[config.mk]
export PLATFORM = sky130hd
export DESIGN_NAME = maxval_axil_engine
export DESIGN_NICKNAME = d
export VERILOG_FILES = /design/src/rtl/maxval_axil_engine.sv
export SDC_FILE = /design/constraint.sdc
export NUM_CORES = 1
export LEC_CHECK = 0
export BUFFER_PORTS_ARGS = -buffer_cell sky130_fd_sc_hd__buf_2
export CORE_UTILIZATION = 40
export CTS_BUF_LIST = sky130_fd_sc_hd__clkbuf_8
export DETAILED_ROUTE_END_ITERATION = 8
export PLACE_DENSITY = 0.72
export SLEW_MARGIN = 25
export SYNTH_ARGS = -nofsm -noshare
export SYNTH_HDL_FRONTEND = slang
export SYNTH_SLANG_ARGS = --single-unit
[constraint.sdc]
create_clock -name clk -period 3.3 [get_ports clk]
set_input_delay 0.33 -clock clk [delete_from_list [all_inputs] [get_ports clk]]
set_output_delay 0.33 -clock clk [all_outputs]
set_load 0.01 [all_outputs]
[src/rtl/maxval_axil_engine.sv]
// Max-value accelerator: AXI4-Lite register block (CTRL/STATUS/RESULT) plus a BRAM
// port-B engine that scans DEPTH words and writes their unsigned maximum back to word 0.

module maxval_axil_engine #(
    parameter int DEPTH   = 2048,
    parameter int BRAM_AW = 11,
    parameter int DATA_W  = 32
) (
    input  logic               clk,
    input  logic               rstn,
    input  logic [3:0]         s_axi_awaddr,
    input  logic               s_axi_awvalid,
    output logic               s_axi_awready,
    input  logic [DATA_W-1:0]  s_axi_wdata,
    input  logic [3:0]         s_axi_wstrb,
    input  logic               s_axi_wvalid,
    output logic               s_axi_wready,
    output logic [1:0]         s_axi_bresp,
    output logic               s_axi_bvalid,
    input  logic               s_axi_bready,
    input  logic [3:0]         s_axi_araddr,
    input  logic               s_axi_arvalid,
    output logic               s_axi_arready,
    output logic [DATA_W-1:0]  s_axi_rdata,
    output logic [1:0]         s_axi_rresp,
    output logic               s_axi_rvalid,
    input  logic               s_axi_rready,
    output logic [BRAM_AW-1:0] bram_addr,
    output logic               bram_en,
    output logic [3:0]         bram_we,
    output logic [DATA_W-1:0]  bram_din,
    input  logic [DATA_W-1:0]  bram_dout
);
    localparam int CW = BRAM_AW + 1;
    localparam logic [CW-1:0] LAST_C  = CW'(DEPTH - 1);
    localparam logic [CW-1:0] DEPTH_C = CW'(DEPTH);

    typedef enum logic [2:0] {ST_IDLE, ST_READ, ST_SCAN, ST_WRITE, ST_DONE} state_t;

    state_t              state_r, state_n;
    logic [CW-1:0]       cnt_r, cnt_n;
    logic [DATA_W-1:0]   max_r, max_n, result_r, result_n, rdata_r, rd_mux_s;
    logic                start_r, start_n, done_r, done_n;
    logic                aw_held_r, aw_held_n, w_held_r, w_held_n, bvalid_r, bvalid_n;
    logic                awready_r, wready_r, arready_r, rvalid_r, rvalid_n, commit_s;
    logic [1:0]          aw_addr_r;
    logic                w_data0_r, w_strb0_r;
    logic                bram_en_r, bram_en_n;
    logic [3:0]          bram_we_r, bram_we_n;
    logic [BRAM_AW-1:0]  bram_addr_r, bram_addr_n;
    logic [DATA_W-1:0]   bram_din_r, bram_din_n;
    logic                unused_s;

    assign unused_s = ^{s_axi_awaddr[1:0], s_axi_araddr[1:0], s_axi_wdata[DATA_W-1:1], s_axi_wstrb[3:1]};

    assign s_axi_awready = awready_r;
    assign s_axi_wready  = wready_r;
    assign s_axi_bvalid  = bvalid_r;
    assign s_axi_bresp   = 2'b00;
    assign s_axi_arready = arready_r;
    assign s_axi_rvalid  = rvalid_r;
    assign s_axi_rdata   = rdata_r;
    assign s_axi_rresp   = 2'b00;
    assign bram_en       = bram_en_r;
    assign bram_we       = bram_we_r;
    assign bram_addr     = bram_addr_r;
    assign bram_din      = bram_din_r;

    // Write channel: AW and W are parked independently; the register commits once both are held.
    always_comb begin
        aw_held_n = aw_held_r;
        w_held_n  = w_held_r;
        bvalid_n  = bvalid_r;
        commit_s  = 1'b0;
        start_n   = start_r;
        if (s_axi_awvalid && awready_r) aw_held_n = 1'b1;
        else                            aw_held_n = aw_held_r;
        if (s_axi_wvalid && wready_r) w_held_n = 1'b1;
        else                          w_held_n = w_held_r;
        if (aw_held_r && w_held_r) begin
            commit_s  = 1'b1;
            aw_held_n = 1'b0;
            w_held_n  = 1'b0;
            bvalid_n  = 1'b1;
        end else if (bvalid_r && s_axi_bready) begin
            bvalid_n = 1'b0;
        end else begin
            bvalid_n = bvalid_r;
        end
        if (commit_s && (aw_addr_r == 2'd0) && w_strb0_r) start_n = w_data0_r;
        else                                               start_n = start_r;
    end

    // Read channel state and register read mux.
    always_comb begin
        rvalid_n = rvalid_r;
        if (s_axi_arvalid && arready_r)   rvalid_n = 1'b1;
        else if (rvalid_r && s_axi_rready) rvalid_n = 1'b0;
        else                               rvalid_n = rvalid_r;
        case (s_axi_araddr[3:2])
            2'd0:    rd_mux_s = {{(DATA_W-1){1'b0}}, start_r};
            2'd1:    rd_mux_s = {{(DATA_W-1){1'b0}}, done_r};
            2'd2:    rd_mux_s = result_r;
            default: rd_mux_s = {DATA_W{1'b0}};
        endcase
    end

    // Scan FSM: BRAM outputs are computed one cycle ahead so they leave on registers.
    always_comb begin
        state_n     = state_r;
        cnt_n       = cnt_r;
        max_n       = max_r;
        result_n    = result_r;
        bram_en_n   = 1'b0;
        bram_we_n   = 4'h0;
        bram_addr_n = {BRAM_AW{1'b0}};
        bram_din_n  = {DATA_W{1'b0}};
        case (state_r)
            ST_IDLE: begin
                if (start_r) begin
                    state_n   = ST_READ;
                    bram_en_n = 1'b1;
                end else begin
                    state_n = ST_IDLE;
                end
            end
            ST_READ: begin
                state_n     = ST_SCAN;
                cnt_n       = {CW{1'b0}};
                bram_en_n   = 1'b1;
                bram_addr_n = {{(BRAM_AW-1){1'b0}}, 1'b1};
            end
            ST_SCAN: begin
                // bram_dout holds word cnt_r; strict compare keeps the first of equal values
                if ((cnt_r == {CW{1'b0}}) || (bram_dout > max_r)) max_n = bram_dout;
                else                                               max_n = max_r;
                cnt_n = cnt_r + {{(CW-1){1'b0}}, 1'b1};
                if (cnt_r == LAST_C) begin
                    state_n    = ST_WRITE;
                    bram_en_n  = 1'b1;
                    bram_we_n  = 4'hF;
                    bram_din_n = max_n;
                end else begin
                    state_n     = ST_SCAN;
                    bram_en_n   = ((cnt_r + CW'(2)) < DEPTH_C);
                    bram_addr_n = BRAM_AW'(cnt_r + CW'(2));
                end
            end
            ST_WRITE: begin
                state_n  = ST_DONE;
                result_n = max_r;
            end
            ST_DONE: begin
                if (!start_r) state_n = ST_IDLE;
                else          state_n = ST_DONE;
            end
            default: state_n = ST_IDLE;
        endcase
        done_n = (state_n == ST_DONE);
    end

    // All state and output registers.
    always_ff @(posedge clk or negedge rstn) begin
        if (!rstn) begin
            state_r     <= ST_IDLE;
            cnt_r       <= {CW{1'b0}};
            max_r       <= {DATA_W{1'b0}};
            result_r    <= {DATA_W{1'b0}};
            start_r     <= 1'b0;
            done_r      <= 1'b0;
            aw_held_r   <= 1'b0;
            w_held_r    <= 1'b0;
            bvalid_r    <= 1'b0;
            awready_r   <= 1'b0;
            wready_r    <= 1'b0;
            arready_r   <= 1'b0;
            rvalid_r    <= 1'b0;
            rdata_r     <= {DATA_W{1'b0}};
            aw_addr_r   <= 2'd0;
            w_data0_r   <= 1'b0;
            w_strb0_r   <= 1'b0;
            bram_en_r   <= 1'b0;
            bram_we_r   <= 4'h0;
            bram_addr_r <= {BRAM_AW{1'b0}};
            bram_din_r  <= {DATA_W{1'b0}};
        end else begin
            state_r     <= state_n;
            cnt_r       <= cnt_n;
            max_r       <= max_n;
            result_r    <= result_n;
            start_r     <= start_n;
            done_r      <= done_n;
            aw_held_r   <= aw_held_n;
            w_held_r    <= w_held_n;
            bvalid_r    <= bvalid_n;
            awready_r   <= ~aw_held_n & ~bvalid_n;
            wready_r    <= ~w_held_n & ~bvalid_n;
            arready_r   <= ~rvalid_n;
            rvalid_r    <= rvalid_n;
            bram_en_r   <= bram_en_n;
            bram_we_r   <= bram_we_n;
            bram_addr_r <= bram_addr_n;
            bram_din_r  <= bram_din_n;
            if (s_axi_awvalid && awready_r) aw_addr_r <= s_axi_awaddr[3:2];
            if (s_axi_wvalid && wready_r) begin
                w_data0_r <= s_axi_wdata[0];
                w_strb0_r <= s_axi_wstrb[0];
            end
            if (s_axi_arvalid && arready_r) rdata_r <= rd_mux_s;
        end
    end

endmodule

==> flow_summary.toml, run 1 <==
[global_route]
first_global_vias = 5594
grtUsageTotal_pct = 19.0
gr-total-overflow = 0
grt_pass1_wl_um = 28500
grt_max_degree = 90
antenna_found_initial = 1

[logic_synthesis]
synth_top_flop_cell = "dfrtp_1"
synthesis.area_um2 = 7490
synth_adder_area_share_pct = 5.85
synth.distinct_cells = 49
synth-simple-area-share_pct = 9.13
synth-compound-area-share_pct = 16.0
synth_top_family_by_area = "compound AO/OA/AOI/OAI gates"
synth_xor_area_share_pct = 0.935
synth-seq-cells = 169
synth_seq_area_share_pct = 56.4
ys.warnings.count = 0
synthArstFlopShare_pct = 100
netlist_instances = 681
synth_area_per_cell_um2 = 11.0
synth-edff-count = 0
muxShareOfSynthArea_pct = 6.30

[setup_path]
cp_num_buf_inv = 2
r2r-end = "max_r[27]"
worst-r2r-setup-slack_ns = 0.30
crit_required_ns = 3.64
cp-endpoint = "max_r[27]"
worstSetupStartpointType = "flop"
cp_top_family = "simple AND/OR/NAND/NOR gates"
cp.arrival_ns = 3.34
cp.depth = 9
cp_slowest_cell = "or4_1"
criticalPathCategory = "reg -> reg"
r2r-start = "max_r[31]"
reg2reg_depth = 9
worst-path-max-fanout = 16
cp-startpoint = "max_r[31]"
crit_path_max_incr_delay_ns = 0.62
critPathCaptureType = "flop"
crit_path_cell_trace = "inv_1, ha_1, nand4_1, or4_1, nand4b_1, o31a_2, o21ai_4, buf_4, mux2_2"

[sta]
drv_slew = 0
timing.fmax_ghz = 0.333
finalClockSkew_ns = 0.0136
layout_setup_ws_ns = 0.296
finalCriticalPeriod_ns = 3.00
worst_pin_slew_ns = 0.987
timing.final.crit_share_pct = 91.0
tns_ns = 0
rsz0062_at_grt = "no"
max_slew_margin_pct = 34.0
report.final.setup_viol = 0
hold_viol_final = 0

[pwr]
vdd_drop_max_mv = 0.423
p_leak_nw = 4.45
power_mw = 6.98
p_per_area_nw_per_um2 = 794

[cells_and_area]
num_antenna_cells = 0
nNetsFinal = 927
area_growth_pct = 17.5
layout-drive-gt1-share_pct = 27.6

[clock_tree]
root_buffer = "clkbuf_8"
numCtsBuffers = 17
cts.sink_count = 169
cts_tree = "built"
cts_max_path_buffers = 2
clk_latency_ns = 0.46
clk_pin_slew_ns = 0.09
cts_setup_buffers = 0
htree_levels = 4

[routing]
totalWireLength_um = 17200
avgViaCountPerCell = 5.23
ant_nets = 0
vias = 5499
drc = 7
first_pass_iters = 8
wire_per_inst_um = 16.4
drt-initial-drc-count = 253

[die]
start_util_pct = 41.3
die_y_um = 139
core-area_um2 = 18100
placementRows = 49
io-pin-count = 172
dieArea_um2 = 19300
die_w_um = 139

[job]
maxCapViolations = 0

[placed_design]
gp_congestion = 0.808
io_buffer_count = 129
dp.final_hpwl_um = 12000
place_worst_setup_slack_ns = 0.278

[run_status]
failed_checks = "DRC"
outcome = "finished with violations"

[hold_path]
holdPathStages = 2
hold_class = "in -> reg"
## synthesized netlist by cell type (2+ instances only)
cell type,n,area share (%)
nand2_1,49,2.5
o211ai_1,4,0.40
o21ai_0,86,5.7
nor3_1,4,0.27
mux2i_1,4,0.53
ha_1,35,5.8
buf_6,6,0.90
nand4_1,8,0.67
a21oi_1,50,3.3
a31oi_1,3,0.25
dfrtp_1,169,56
a211oi_1,2,0.20
a21o_1,5,0.50
nand2b_1,3,0.25
nor4_1,2,0.17
o31a_2,2,0.27
o31ai_1,7,0.70
nor2b_1,2,0.17
xor2_1,2,0.23
xnor2_1,6,0.70
buf_2,3,0.20
buf_4,7,0.70
or3_1,3,0.25
inv_1,40,2.0
nand3_1,41,2.7
mux2_2,37,5.6
clkbuf_1,30,1.5
nor2_1,18,0.90
and3_1,2,0.17
a22o_1,31,3.6
a41o_1,2,0.27
## power breakdown
| part | leakage [nW] | internal, mW | switching [mW] |
|---|---|---|---|
| clock network | 0.189 | 0.673 | 0.758 |
| registers | 2.21 | 2.63 | 0.368 |
| logic | 2.05 | 1.10 | 1.46 |
| total | 4.45 | 4.40 | 2.58 |
## metal layers
layer	vias up	routed length (µm)	global-route usage, %	share of wire (%)
li1	2657	-	-	-
met1	2654	7820	24.7	45
met2	155	7940	30.4	46
met3	31	962	4.49	5.6
met4	2	469	8.25	2.7
met5	-	8	0	0.047
## cell type report
cell class	count	area, µm²
Clock buffer	21	289
Clock inverter	11	97.6
Fill cell	1689	9350
Inverter	40	150
Multi-Input combinational cell	429	2910
Sequential cell	169	4230
Tap cell	229	287
Timing Repair Buffer	152	840
## worst register-to-register path: stages, from the launching register on
cell	delay, ns
dfrtp_1	0.37
inv_1	0.06
ha_1	0.30
nand4_1	0.19
or4_1	0.63
nand4b_1	0.30
o31a_2	0.20
o21ai_4	0.15
buf_4	0.30
mux2_2	0.38
## worst min-delay path by stage
stage,from,end,slack (ns)
2_1_floorplan,rstn,aw_addr_r[0],0.03
3_3_place_gp,rstn,s_axi_rdata[7],0.46
3_5_place_dp,rstn,s_axi_rdata[7],0.46
4_1_cts,s_axi_awvalid,s_axi_awready,0.03
5_1_grt,s_axi_rready,s_axi_rvalid,0.05
6_report,s_axi_awvalid,s_axi_awready,0.06
## cells by family (layout without fill, tap and decap cells)
logic type               count (synthesis)  count (layout)
flip-flops                             169             169
adder cells (fa/ha/maj)                 35              35
XOR/XNOR                                 8               8
AND/OR/NAND/NOR                        142             142
AO/OA/AOI/OAI                          198             198
buffers and inverters                   86             224
other                                    1               4
multiplexers                            42              42
## cells in the final DEF (no fill, tap or decap), types with 4 or more instances in the layout
master and count:
o31ai_1 5, clkbuf_8 21, buf_2 128, a21oi_1 50
a22o_1 31, mux2i_1 4, dfrtp_1 169, conb_1 4
nor2_1 18, buf_4 21, clkinvlp_4 5, o21ai_0 86
nand3_1 41, nand4_1 8, mux2_2 37, xnor2_1 6
ha_1 35, inv_1 42, nand2_1 49, o211ai_1 4
a21o_1 5
## state kept, by name (all words and copies together), names as in the netlist
signal         count
aw_addr_r          2
aw_held_r          1
bram_addr         11
bram_din          32
bram_en            1
bram_we            1
cnt_r             12
done_r             1
max_r             32
result_r          32
s_axi_arready      1
s_axi_awready      1
s_axi_bvalid       1
s_axi_rdata       32
s_axi_rvalid       1
s_axi_wready       1
start_r            1
state_r            3
w_data0_r          1
w_held_r           1
w_strb0_r          1
## per-stage QoR
stage | instances | instance area [µm²] | hold WS, ns | util [%]
2_1_floorplan | 684 | 7500 | 0.0344 | -
3_5_place_dp | 1018 | 8400 | 0.463 | 46.3
4_1_cts | 1051 | 8800 | 0.0269 | 48.5
6_report | 1051 | 8800 | 0.0620 | 48.5
3_3_place_gp | 1018 | 8400 | 0.461 | 46.3
5_1_grt | 1051 | 8800 | 0.0457 | 48.5
## what timing repair did
item	4_1_cts	5_1_grt
endpoints found under the hold margin	85	0
hold buffers	1	0
gates resized for setup	0	0
No activity file was read; power rests on OpenSTA's default activity.
==> inputs of run 2 (changes only) <==
- ABC_AREA: not set -> 1
- CORE_ASPECT_RATIO: not set -> 1.75
- clock period: 3.3 -> 3.01 ns (I/O delays scaled with it)
==> run 2 against run 1 <==
Effect of this change:
- the run now ends clean
- worst setup slack gained 0.35 ns
- sequential share of layout area shrank 1.5 points
- design area grew 3.2%
- clock-buffer cell count shrank 2
- critical path type unchanged
- non-clock buffer count shrank 8
- critical path depth grew 6
- hold slack lost 0.026 ns
- first-iteration DRC count shrank 6.3%
- global-route usage grew 0.36 points
- synthesized area grew 4.4%
- fmax grew 27%
==> flow_summary.toml, run 2 <==
[pwr]
p_per_area_nw_per_um2 = 866
vdd_drop_max_mv = 0.371
p_leak_nw = 5.08
power_mw = 7.86

[placed_design]
dpl_cell_area_um2 = 8660
place_worst_setup_slack_ns = 0.662
dp.final_hpwl_um = 12900
place_inst = 1245
gp_congestion = 0.910
io_buffer_count = 129

[logic_synthesis]
synth_adder_area_share_pct = 5.60
muxShareOfSynthArea_pct = 0
ys.warnings.count = 0
synth-simple-area-share_pct = 25.4
yosys-top-cells-area = "dfrtp_1, nand2_1, nand3_1, ha_1, inv_1"
synthesis.area_um2 = 7820
synth_top_flop_cell = "dfrtp_1"
synth_top_family_by_area = "simple AND/OR/NAND/NOR gates"
synth-seq-cells = 169
synth_common_cells = "nand2_1, dfrtp_1, inv_1"
yosysTopAreaCellShare_pct = 54.1
synth-compound-area-share_pct = 6.00
synth_xor_area_share_pct = 0.560
netlist_instances = 902
synthArstFlopShare_pct = 100
synth.distinct_cells = 39
synth-edff-count = 0
synth_area_per_cell_um2 = 8.67
synth_most_common_cell = "nand2_1"
yosysTopAreaCell = "dfrtp_1"
synth_seq_area_share_pct = 54.1

[setup_path]
worstSetupStartpointType = "flop"
cp-startpoint = "max_r[31]"
cp.arrival_ns = 2.73
cp_slowest_cell = "dfrtp_1"
cp_top_family = "simple AND/OR/NAND/NOR gates"
crit_path_cell_trace = "inv_1, ha_1, nand2_1, nor2_2, nand2_2, nor2_1, nand2_1, o21ai_0, nor2_1, nand2_1, nand2_4, nand2_4, nand2_1, nand3_1, nor2_1"
criticalPathCategory = "reg -> reg"
critPathCaptureType = "flop"
r2r-start = "max_r[31]"
worst-path-max-fanout = 32
crit_path_max_incr_delay_ns = 0.39
cp_num_buf_inv = 1
crit_top_cell = "nand2_1"
crit_required_ns = 3.38

[routing]
drt-initial-drc-count = 237
totalWireLength_um = 18300
avgViaCountPerCell = 4.86
first_pass_iters = 5
vias = 6223
wire_per_inst_um = 14.3
ant_nets = 0
drc = 0

[global_route]
grt_pass1_wl_um = 30000
antenna_found_initial = 4
grtUsageTotal_pct = 19.3
first_global_vias = 6243
grt_max_degree = 84
gr-total-overflow = 0

[sta]
hold_ws_ns = 0.0364
report.final.setup_viol = 0
finalClockSkew_ns = 0.0191
tns_ns = 0
layout_setup_ws_ns = 0.642
finalCriticalPeriod_ns = 2.37
worst_pin_slew_ns = 0.907
rsz0062_at_grt = "no"
drv_slew = 0
timing.final.crit_share_pct = 78.7
timing.fmax_ghz = 0.422
hold_viol_final = 0
max_slew_margin_pct = 39.5

[die]
placementRows = 67
core-area_um2 = 19100
io-pin-count = 172
die_w_um = 108
die_y_um = 187
dieArea_um2 = 20100
start_util_pct = 40.9

[clock_tree]
numCtsBuffers = 17
root_buffer = "clkbuf_8"
clk_latency_ns = 0.47
cts.sink_count = 169
clk_pin_slew_ns = 0.09
cts_tree = "built"
cts_max_path_buffers = 2
htree_levels = 4
cts_resized = 0

[cells_and_area]
nNetsFinal = 1142
nFillCells = 1922
fin_cells = 1280
area_growth_pct = 16.1
fin_area_um2 = 9080
layout-drive-gt1-share_pct = 19.0
mostFrequentLayoutCell = "nand2_1"
final_cell_mix = "nand2_1, dfrtp_1, buf_2"
post-route-util_pct = 47.5

[run_status]
outcome = "finished, final reports clean"

[job]
maxCapViolations = 0

[hold_path]
hold_class = "in -> reg"
min_from = "s_axi_wstrb[0]"
## run 2: changes by cell type after synthesis, moves of 10 or more
cell,before,now
mux2_2,37,0
nand2_1,49,263
a21oi_1,50,23
a22o_1,31,0
clkbuf_1,30,20
o21ai_0,86,51
nor2_1,18,64
nand3_1,41,98
inv_1,40,100
## run 2: area by class of cell
class / count / area (µm²) / share of cell area, %
flip-flops and latches: 169 / 4230 / 46.6
multi-input cells: 590 / 2960 / 32.6
repair buffers: 144 / 792 / 8.72
inverters: 102 / 383 / 4.22
well taps: 241 / 302 / 3.32
clock buffers: 19 / 262 / 2.88
clock inverters: 13 / 144 / 1.58
diodes: 2 / 5.00 / 0.0551
## run 2: path summary, 6_finish.rpt
kind,slack (ns),cells past startpoint,to
worst max-delay path,0.64,15,bram_din[11]
worst min-delay path,0.04,3,w_strb0_r
worst max register to register,0.64,15,bram_din[11]
worst min register to register,0.46,1,s_axi_arready
max in group asynchronous,1.77,3,bram_din[25]
min in group asynchronous,0.43,2,bram_addr[2]
## run 2: timing repair
| item | 4_1_cts | 5_1_grt |
|---|---|---|
| endpoints found under the hold margin | 80 | 0 |
| hold buffers | 1 | 0 |
| buffers inserted | 0 | 0 |
## run 2: where the power goes
part / internal (mW) / leakage [nW] / switching (mW)
Sequential: 2.88 / 2.23 / 0.328
Clock: 0.790 / 0.206 / 0.866
Combinational: 0.990 / 2.65 / 2.01
Total: 4.66 / 5.08 / 3.21
## run 2: cells by family after synthesis
| logic type | after synthesis |
|---|---|
| AND/OR/NAND/NOR | 458 |
| flip-flops | 169 |
| buffers and inverters | 146 |
| AO/OA/AOI/OAI | 88 |
| adder cells (fa/ha/maj) | 35 |
| XOR/XNOR | 5 |
| other | 1 |
## run 2: routing by layer
metal	track usage, %	part of all wire, %	routed length, µm	vias up
li1	-	-	-	3105
met5	0	0.055	10	-
met2	33.4	52	9460	153
met3	3.52	3.9	715	44
met4	11.4	4.0	734	2
met1	21.8	40	7390	2919
## run 2: worst register-to-register path, delay by kind of cell (launching register included)
kind,cells,cell delay (ns)
fa+ha+maj,1,0.25
simple gates,12,1.47
compound gates,1,0.07
buf+inv,1,0.10
flops,1,0.39
